==> config.mk <==
export PLATFORM = sky130hd
export DESIGN_NAME = bus_target_flat
export DESIGN_NICKNAME = d
export VERILOG_FILES = /design/src/rtl/bus_target_if.sv /design/src/rtl/bus_target.sv /design/src/flat_wrapper.sv
export SDC_FILE = /design/constraint.sdc
export NUM_CORES = 1
export LEC_CHECK = 0
export CORE_UTILIZATION = 41
export CTS_BUF_LIST = sky130_fd_sc_hd__clkbuf_8 sky130_fd_sc_hd__clkbuf_16
export DETAILED_ROUTE_END_ITERATION = 10
export PLACE_DENSITY = 0.61
export SYNTH_ARGS = -nofsm -noshare
export SYNTH_HDL_FRONTEND = slang
export SYNTH_SLANG_ARGS = --single-unit
==> constraint.sdc <==
create_clock -name clk -period 4.4 [get_ports clk]
set_clock_uncertainty 0.05 [all_clocks]
set_input_delay 0.66 -clock clk [delete_from_list [all_inputs] [get_ports clk]]
set_output_delay 0.66 -clock clk [all_outputs]
set_load 0.01 [all_outputs]
==> src/rtl/bus_target_if.sv <==
// Bundle of the dValid/dAck/data bus, the consumer valid/ready stream and the
// target's status flags; DEPTH sizes the occupancy count.
interface bus_target_if #(
  parameter int DEPTH = 4
);
  logic                     dValid;
  logic [7:0]               data;
  logic                     dAck;
  logic                     out_valid;
  logic [7:0]               out_data;
  logic                     out_ready;
  logic [$clog2(DEPTH):0]   count;
  logic                     overflow;
  logic                     proto_err;
  logic [1:0]               dbg_state;

  modport slave (
    input  dValid, data, out_ready,
    output dAck, out_valid, out_data, count, overflow, proto_err, dbg_state
  );

  modport master (
    output dValid, data, out_ready,
    input  dAck, out_valid, out_data, count, overflow, proto_err, dbg_state
  );
endinterface

==> src/rtl/bus_target.sv <==
// Target end of the dValid/dAck/data bus: acks each transfer, queues the byte in a
// small FIFO for a valid/ready consumer. Optional master checker: BUS_TARGET_PROTO_CHECK_EN.
module bus_target #(
  parameter int ACK_DELAY = 1,
  parameter int DEPTH     = 4
) (
  input  logic        clk,
  input  logic        reset,
  bus_target_if.slave bus
);
  localparam int AW = $clog2(DEPTH);

  if (ACK_DELAY < 1 || ACK_DELAY > 3) begin : g_bad_ack_delay
    $error("bus_target: ACK_DELAY must be in 1..3");
  end
  if (DEPTH < 2 || (DEPTH & (DEPTH - 1)) != 0) begin : g_bad_depth
    $error("bus_target: DEPTH must be a power of 2, at least 2");
  end

  typedef enum logic [1:0] {S_IDLE, S_WAIT, S_ACK, S_DONE} state_t;

  state_t         r_state, w_next;
  logic           r_dvalid_q;
  logic [1:0]     r_w, w_w_next;
  logic           r_ack, w_ack_next;
  logic           r_drop, w_drop_next;
  logic [7:0]     r_mem [DEPTH];
  logic [AW-1:0]  r_wr, r_rd;
  logic [AW:0]    r_count;
  logic           r_overflow;

  logic w_start, w_full, w_pop, w_space, w_push_req, w_push;

  // Stream handshake: a head byte moves to the consumer on a posedge where
  // out_valid && out_ready; out_valid never depends on out_ready.
  assign w_start    = bus.dValid && !r_dvalid_q;
  assign w_full     = (r_count == (AW + 1)'(DEPTH));
  assign w_pop      = (r_count != '0) && bus.out_ready;
  assign w_space    = !w_full || w_pop;
  assign w_push_req = (r_state == S_ACK) && bus.dValid && !r_drop;
  assign w_push     = w_push_req && w_space;

  // The decision for w=0 is taken on the start edge itself so ACK_DELAY=1 is met.
  always_comb begin
    w_next      = r_state;
    w_w_next    = r_w;
    w_ack_next  = 1'b0;
    w_drop_next = r_drop;
    case (r_state)
      S_IDLE: begin
        if (w_start) begin
          w_w_next    = 2'd1;
          w_drop_next = 1'b0;
          if (ACK_DELAY <= 1 && w_space) begin
            w_ack_next = 1'b1;
            w_next     = S_ACK;
          end else begin
            w_next = S_WAIT;
          end
        end
      end
      S_WAIT: begin
        if (!bus.dValid) begin
          w_next = S_IDLE;
        end else if ((int'(r_w) + 1 >= ACK_DELAY) && w_space) begin
          w_ack_next = 1'b1;
          w_next     = S_ACK;
        end else if (r_w == 2'd2) begin
          w_ack_next  = 1'b1;
          w_drop_next = 1'b1;
          w_next      = S_ACK;
        end else begin
          w_w_next = r_w + 2'd1;
        end
      end
      S_ACK: begin
        w_next = S_DONE;
      end
      S_DONE: begin
        if (!bus.dValid) w_next = S_IDLE;
      end
      default: w_next = S_IDLE;
    endcase
  end

  always_ff @(posedge clk or negedge reset) begin
    if (!reset) begin
      r_state    <= S_IDLE;
      r_dvalid_q <= 1'b1;
      r_w        <= '0;
      r_ack      <= 1'b0;
      r_drop     <= 1'b0;
    end else begin
      r_state    <= w_next;
      r_dvalid_q <= bus.dValid;
      r_w        <= w_w_next;
      r_ack      <= w_ack_next;
      r_drop     <= w_drop_next;
    end
  end

  always_ff @(posedge clk or negedge reset) begin
    if (!reset) begin
      r_wr       <= '0;
      r_rd       <= '0;
      r_count    <= '0;
      r_overflow <= 1'b0;
    end else begin
      if (w_push) r_wr <= r_wr + 1'b1;
      if (w_pop)  r_rd <= r_rd + 1'b1;
      if (w_push && !w_pop)      r_count <= r_count + 1'b1;
      else if (w_pop && !w_push) r_count <= r_count - 1'b1;
      if ((r_state == S_ACK && r_drop) || (w_push_req && !w_space)) r_overflow <= 1'b1;
    end
  end

  always_ff @(posedge clk) begin
    if (w_push) r_mem[r_wr] <= bus.data;
  end

  assign bus.dAck      = r_ack;
  assign bus.out_valid = (r_count != '0);
  assign bus.out_data  = (r_count != '0) ? r_mem[r_rd] : 8'h00;
  assign bus.count     = r_count;
  assign bus.overflow  = r_overflow;
  assign bus.dbg_state = r_state;

`ifdef BUS_TARGET_PROTO_CHECK_EN
  logic       r_proto_err;
  logic       r_ack_seen;
  logic [7:0] r_data0;

  // r_ack_seen marks the edge right after dAck was sampled high; the master must be low there.
  always_ff @(posedge clk or negedge reset) begin
    if (!reset) begin
      r_proto_err <= 1'b0;
      r_ack_seen  <= 1'b0;
      r_data0     <= 8'h00;
    end else begin
      r_ack_seen <= (r_state == S_ACK);
      if (r_state == S_IDLE && w_start) r_data0 <= bus.data;
      if ((r_state == S_WAIT && (!bus.dValid || bus.data != r_data0)) ||
          (r_state == S_ACK && ($isunknown(bus.data) || bus.data != r_data0)) ||
          (r_ack_seen && bus.dValid))
        r_proto_err <= 1'b1;
    end
  end

  assign bus.proto_err = r_proto_err;
`else
  assign bus.proto_err = 1'b0;
`endif

endmodule

==> src/flat_wrapper.sv <==
// flat-port wrapper written by rule: the top's interface ports become plain ports
module bus_target_flat 
#(
  parameter int ACK_DELAY = 1,
  parameter int DEPTH     = 4
)
  (clk, reset, bus_dValid, bus_data, bus_out_ready, bus_dAck, bus_out_valid, bus_out_data, bus_count, bus_overflow, bus_proto_err, bus_dbg_state);
  bus_target_if #(.DEPTH(DEPTH)) bus_i ();
  input  logic clk;
  input  logic reset;
  input wire logic [$bits(bus_i.dValid)-1:0] bus_dValid;
  input wire logic [$bits(bus_i.data)-1:0] bus_data;
  input wire logic [$bits(bus_i.out_ready)-1:0] bus_out_ready;
  output wire logic [$bits(bus_i.dAck)-1:0] bus_dAck;
  output wire logic [$bits(bus_i.out_valid)-1:0] bus_out_valid;
  output wire logic [$bits(bus_i.out_data)-1:0] bus_out_data;
  output wire logic [$bits(bus_i.count)-1:0] bus_count;
  output wire logic [$bits(bus_i.overflow)-1:0] bus_overflow;
  output wire logic [$bits(bus_i.proto_err)-1:0] bus_proto_err;
  output wire logic [$bits(bus_i.dbg_state)-1:0] bus_dbg_state;
  assign bus_i.dValid = bus_dValid;
  assign bus_i.data = bus_data;
  assign bus_i.out_ready = bus_out_ready;
  assign bus_dAck = bus_i.dAck;
  assign bus_out_valid = bus_i.out_valid;
  assign bus_out_data = bus_i.out_data;
  assign bus_count = bus_i.count;
  assign bus_overflow = bus_i.overflow;
  assign bus_proto_err = bus_i.proto_err;
  assign bus_dbg_state = bus_i.dbg_state;
  bus_target #(.ACK_DELAY(ACK_DELAY), .DEPTH(DEPTH)) u_core (.clk(clk), .reset(reset), .bus(bus_i));
endmodule
==> results.py <==
metrics = {
    "clock_network": {
        "cts_sinks": 47,
        "cts_hold_buf": 0,
        "cts_buffer_depth": 2,
        "cts.clk_slew.worst_paths_ns": 0.08,
        "cts_tree": "built",
        "cts_resized": 0,
        "htreeDepth": 2,
        "cts_inserted_buffers": 5,
        "cts-root-buf": "clkbuf_8",
        "postCtsSetupBuffers": 0,
        "insertion_delay_ns": 0.29,
    },
    "placed_design": {
        "port_buffers": 27,
        "dp_hpwl_mm": 2.65,
        "place.gp.congestion": 0.854,
        "dp_cells": 222,
        "pre_cts_slack_ns": 1.25,
    },
    "global_route": {
        "grt_pass1_vias": 1221,
        "grt_max_degree": 16,
        "grt_first_pass_wirelength_mm": 6.01,
        "antenna_found_initial": 0,
        "grt_overflow": 0,
        "grt_usage_pct": 15.4,
    },
    "route": {
        "drcViolationCount": 0,
        "wirelength_mm": 3.66,
        "maxUsedRoutingLayer": "met4",
        "wire_per_inst_um": 15.9,
        "viasPerCell": 5.06,
        "dr.pass1.iters": 4,
        "vias": 1163,
        "drt_iter0_drc": 95,
        "wl_met3_um": 116,
        "route.met2.wl_mm": 1.95,
        "wl_met1_mm": 1.55,
        "ant_nets": 0,
    },
    "die": {
        "die_y_um": 74.1,
        "rows": 25,
        "num_io_pins": 29,
        "die_w_um": 74.1,
        "core-area_um2": 4850,
        "start_util_pct": 43.9,
        "die_area_um2": 5480,
    },
    "job": {
        "drv_cap": 0,
    },
    "sta": {
        "worst_slew_pin_slew_ns": 0.678,
        "final_max_slew_viol_count": 0,
        "fin_crit_ns": 2.98,
        "finalCritPeriodShare_pct": 67.7,
        "layout_setup_ws_ns": 1.42,
        "tns_ns": 0,
        "relSlewSlack_pct": 54.7,
        "setup_viol": 0,
        "rsz0062_at_grt": "no",
        "max_freq_mhz": 336,
        "finalHoldViolations": 0,
    },
    "synthesis": {
        "synth_cells": 133,
        "syn-num-nets": 154,
        "ys_top_cells_by_area": "edfxtp_1 (45%), dfrtp_1 (16%), mux4_2 (8.5%), ha_1 (4.7%), and2_1 (3.5%)",
        "yosys_warnings": 0,
        "yosys.cell_types.count": 39,
        "postSynthAreaPerCell_um2": 16.0,
        "synth_top_area_share_pct": 45.1,
        "yosysSeqAreaShare_pct": 62.8,
        "ys_ff_latch": 47,
        "synth_top_area_cell": "edfxtp_1",
        "syn_area_um2": 2130,
    },
    "worst_setup_path": {
        "slowest_delay_ns": 0.75,
        "crit_chain": "mux4_2, and2_1, clkdlybuf4s50_1",
        "cp-start-kind": "flip-flop",
        "required_ns": 3.69,
        "crit_type": "flip-flop to output port",
        "end_kind": "output port",
        "crit_arrival_ns": 2.27,
        "crit_fanout": 10,
        "crit_slowest_cell": "dfrtp_1",
    },
    "layout": {
        "fin_util_pct": 52.4,
        "n_antenna_cell": 0,
        "fill_cells": 399,
        "drive_gt1_share_pct": 14.1,
        "fin_nets": 183,
        "syn_to_final_growth_pct": 19.5,
        "stdcell_count": 230,
    },
    "power_and_ir_drop": {
        "vdd_ir_drop_max_uv": 200,
        "power_uw": 1560,
        "p_leak_uw": 0.000908,
        "cellPowerDensity_nw_per_um2": 613,
    },
    "worst_hold_path": {
        "worstHoldPathType": "flip-flop to flip-flop",
    },
    "status": {
        "status": "complete, no violations",
    },
}
-- path summary, 6_finish.rpt --
kind                                                 start                             endpoint  slack [ns]  depth (start not counted)
max                             u_core.r_rd[0]$_DFFE_PN0P_                      bus_out_data[5]        1.42                          3
min                        u_core.bus.overflow$_DFFE_PN0P_      u_core.bus.overflow$_DFFE_PN0P_        0.45                          1
max reg2reg                u_core.bus.count[1]$_DFFE_PN0P_      u_core.bus.count[2]$_DFFE_PN0P_        1.91                          8
min reg2reg                u_core.bus.overflow$_DFFE_PN0P_      u_core.bus.overflow$_DFFE_PN0P_        0.45                          1
max in group asynchronous                            reset      u_core.bus.count[2]$_DFFE_PN0P_        3.14                          1
min in group asynchronous                            reset  u_core.bus.dbg_state[0]$_DFFE_PN0P_        0.72                          1
-- cell families after synthesis --
group                      synth area share, %
and+or+nand+nor                           10.3
adders and majority gates                 5.64
DFF                                       62.8
other                                    0.176
buffers and inverters                     2.53
AOI/OAI and AO/OA                         5.06
xor gates and xnor gates                  2.47
muxes                                     11.0
-- metal layers --
metal | vias to the layer above | track usage [%]
li1 | 549 | -
met5 | - | 0
met4 | 0 | 5.56
met3 | 6 | 4.07
met1 | 587 | 18.3
met2 | 21 | 27.1
-- cell type report --
cell class / instances / area, µm² / area share (%)
sequential: 47 / 1340 / 52.6
multi-input combinational: 73 / 737 / 29.0
timing repair buffer: 27 / 270 / 10.6
tap: 67 / 83.8 / 3.30
clock buffer: 5 / 68.8 / 2.71
inverter: 8 / 30.0 / 1.18
clock inverter: 3 / 15.0 / 0.591
-- Yosys cell counts --
cell type,instances
a31oi_1,1
nand2_1,2
a21oi_1,1
nor4b_4,1
and2_1,12
conb_1,1
clkbuf_1,3
nand3b_1,1
a311oi_1,3
nand3_1,1
buf_2,1
or4b_4,1
dfrtp_1,14
nor4_4,1
dfstp_2,1
nor2b_1,2
or2b_2,1
o2111ai_1,1
o22ai_1,1
or3_2,1
o21bai_1,1
o21a_1,1
o31ai_1,1
xor2_1,2
a32oi_1,1
mux4_2,8
fa_1,1
nor2_1,3
edfxtp_1,32
a2111oi_1,1
xnor2_1,4
inv_1,8
nand2b_1,4
mux2_2,3
mux2i_1,2
o22a_1,1
ha_1,8
o21ai_0,1
buf_4,1
-- flip-flops by register name, indices dropped and copies added, names as in the netlist --
register / flops
u_core.bus.count: 3
u_core.bus.dAck: 1
u_core.bus.dbg_state: 2
u_core.bus.overflow: 1
u_core.r_drop: 1
u_core.r_dvalid_q: 1
u_core.r_mem: 32
u_core.r_rd: 2
u_core.r_w: 2
u_core.r_wr: 2
-- cell usage in the layout, fill, tap and decap left out, types with 2 or more instances in the layout --
| cell type | netlist | layout |
|---|---|---|
| a311oi_1 | 3 | 3 |
| and2_1 | 12 | 12 |
| clkbuf_8 | 0 | 5 |
| clkdlybuf4s50_1 | 0 | 27 |
| clkinv_1 | 0 | 2 |
| dfrtp_1 | 14 | 14 |
| edfxtp_1 | 32 | 32 |
| ha_1 | 8 | 8 |
| inv_1 | 8 | 8 |
| mux2_2 | 3 | 3 |
| mux2i_1 | 2 | 2 |
| mux4_2 | 8 | 8 |
| nand2_1 | 2 | 2 |
| nand2b_1 | 4 | 4 |
| nor2_1 | 3 | 3 |
| nor2b_1 | 2 | 2 |
| xnor2_1 | 4 | 4 |
| xor2_1 | 2 | 2 |
-- report_power, final --
part           switching [µW]  internal [µW]  total (µW)
clock                     134            108         242
combinational             251            373         624
sequential                127            565         693
-- metrics by stage --
step	area (µm²)	hold WS, ns
CTS	2540	0.452
global placement	2460	0.415
floorplan	2130	0.314
detailed placement	2460	0.428
global route	2540	0.500
finish	2540	0.451
-- critical path: cells and delay by family (launching register included) --
kind / cells / cell delay (ns)
buf+inv: 1 / 0.47
flops: 1 / 0.75
mux: 1 / 0.59
simple gates: 1 / 0.17
Power figures use the tool's default switching activity.
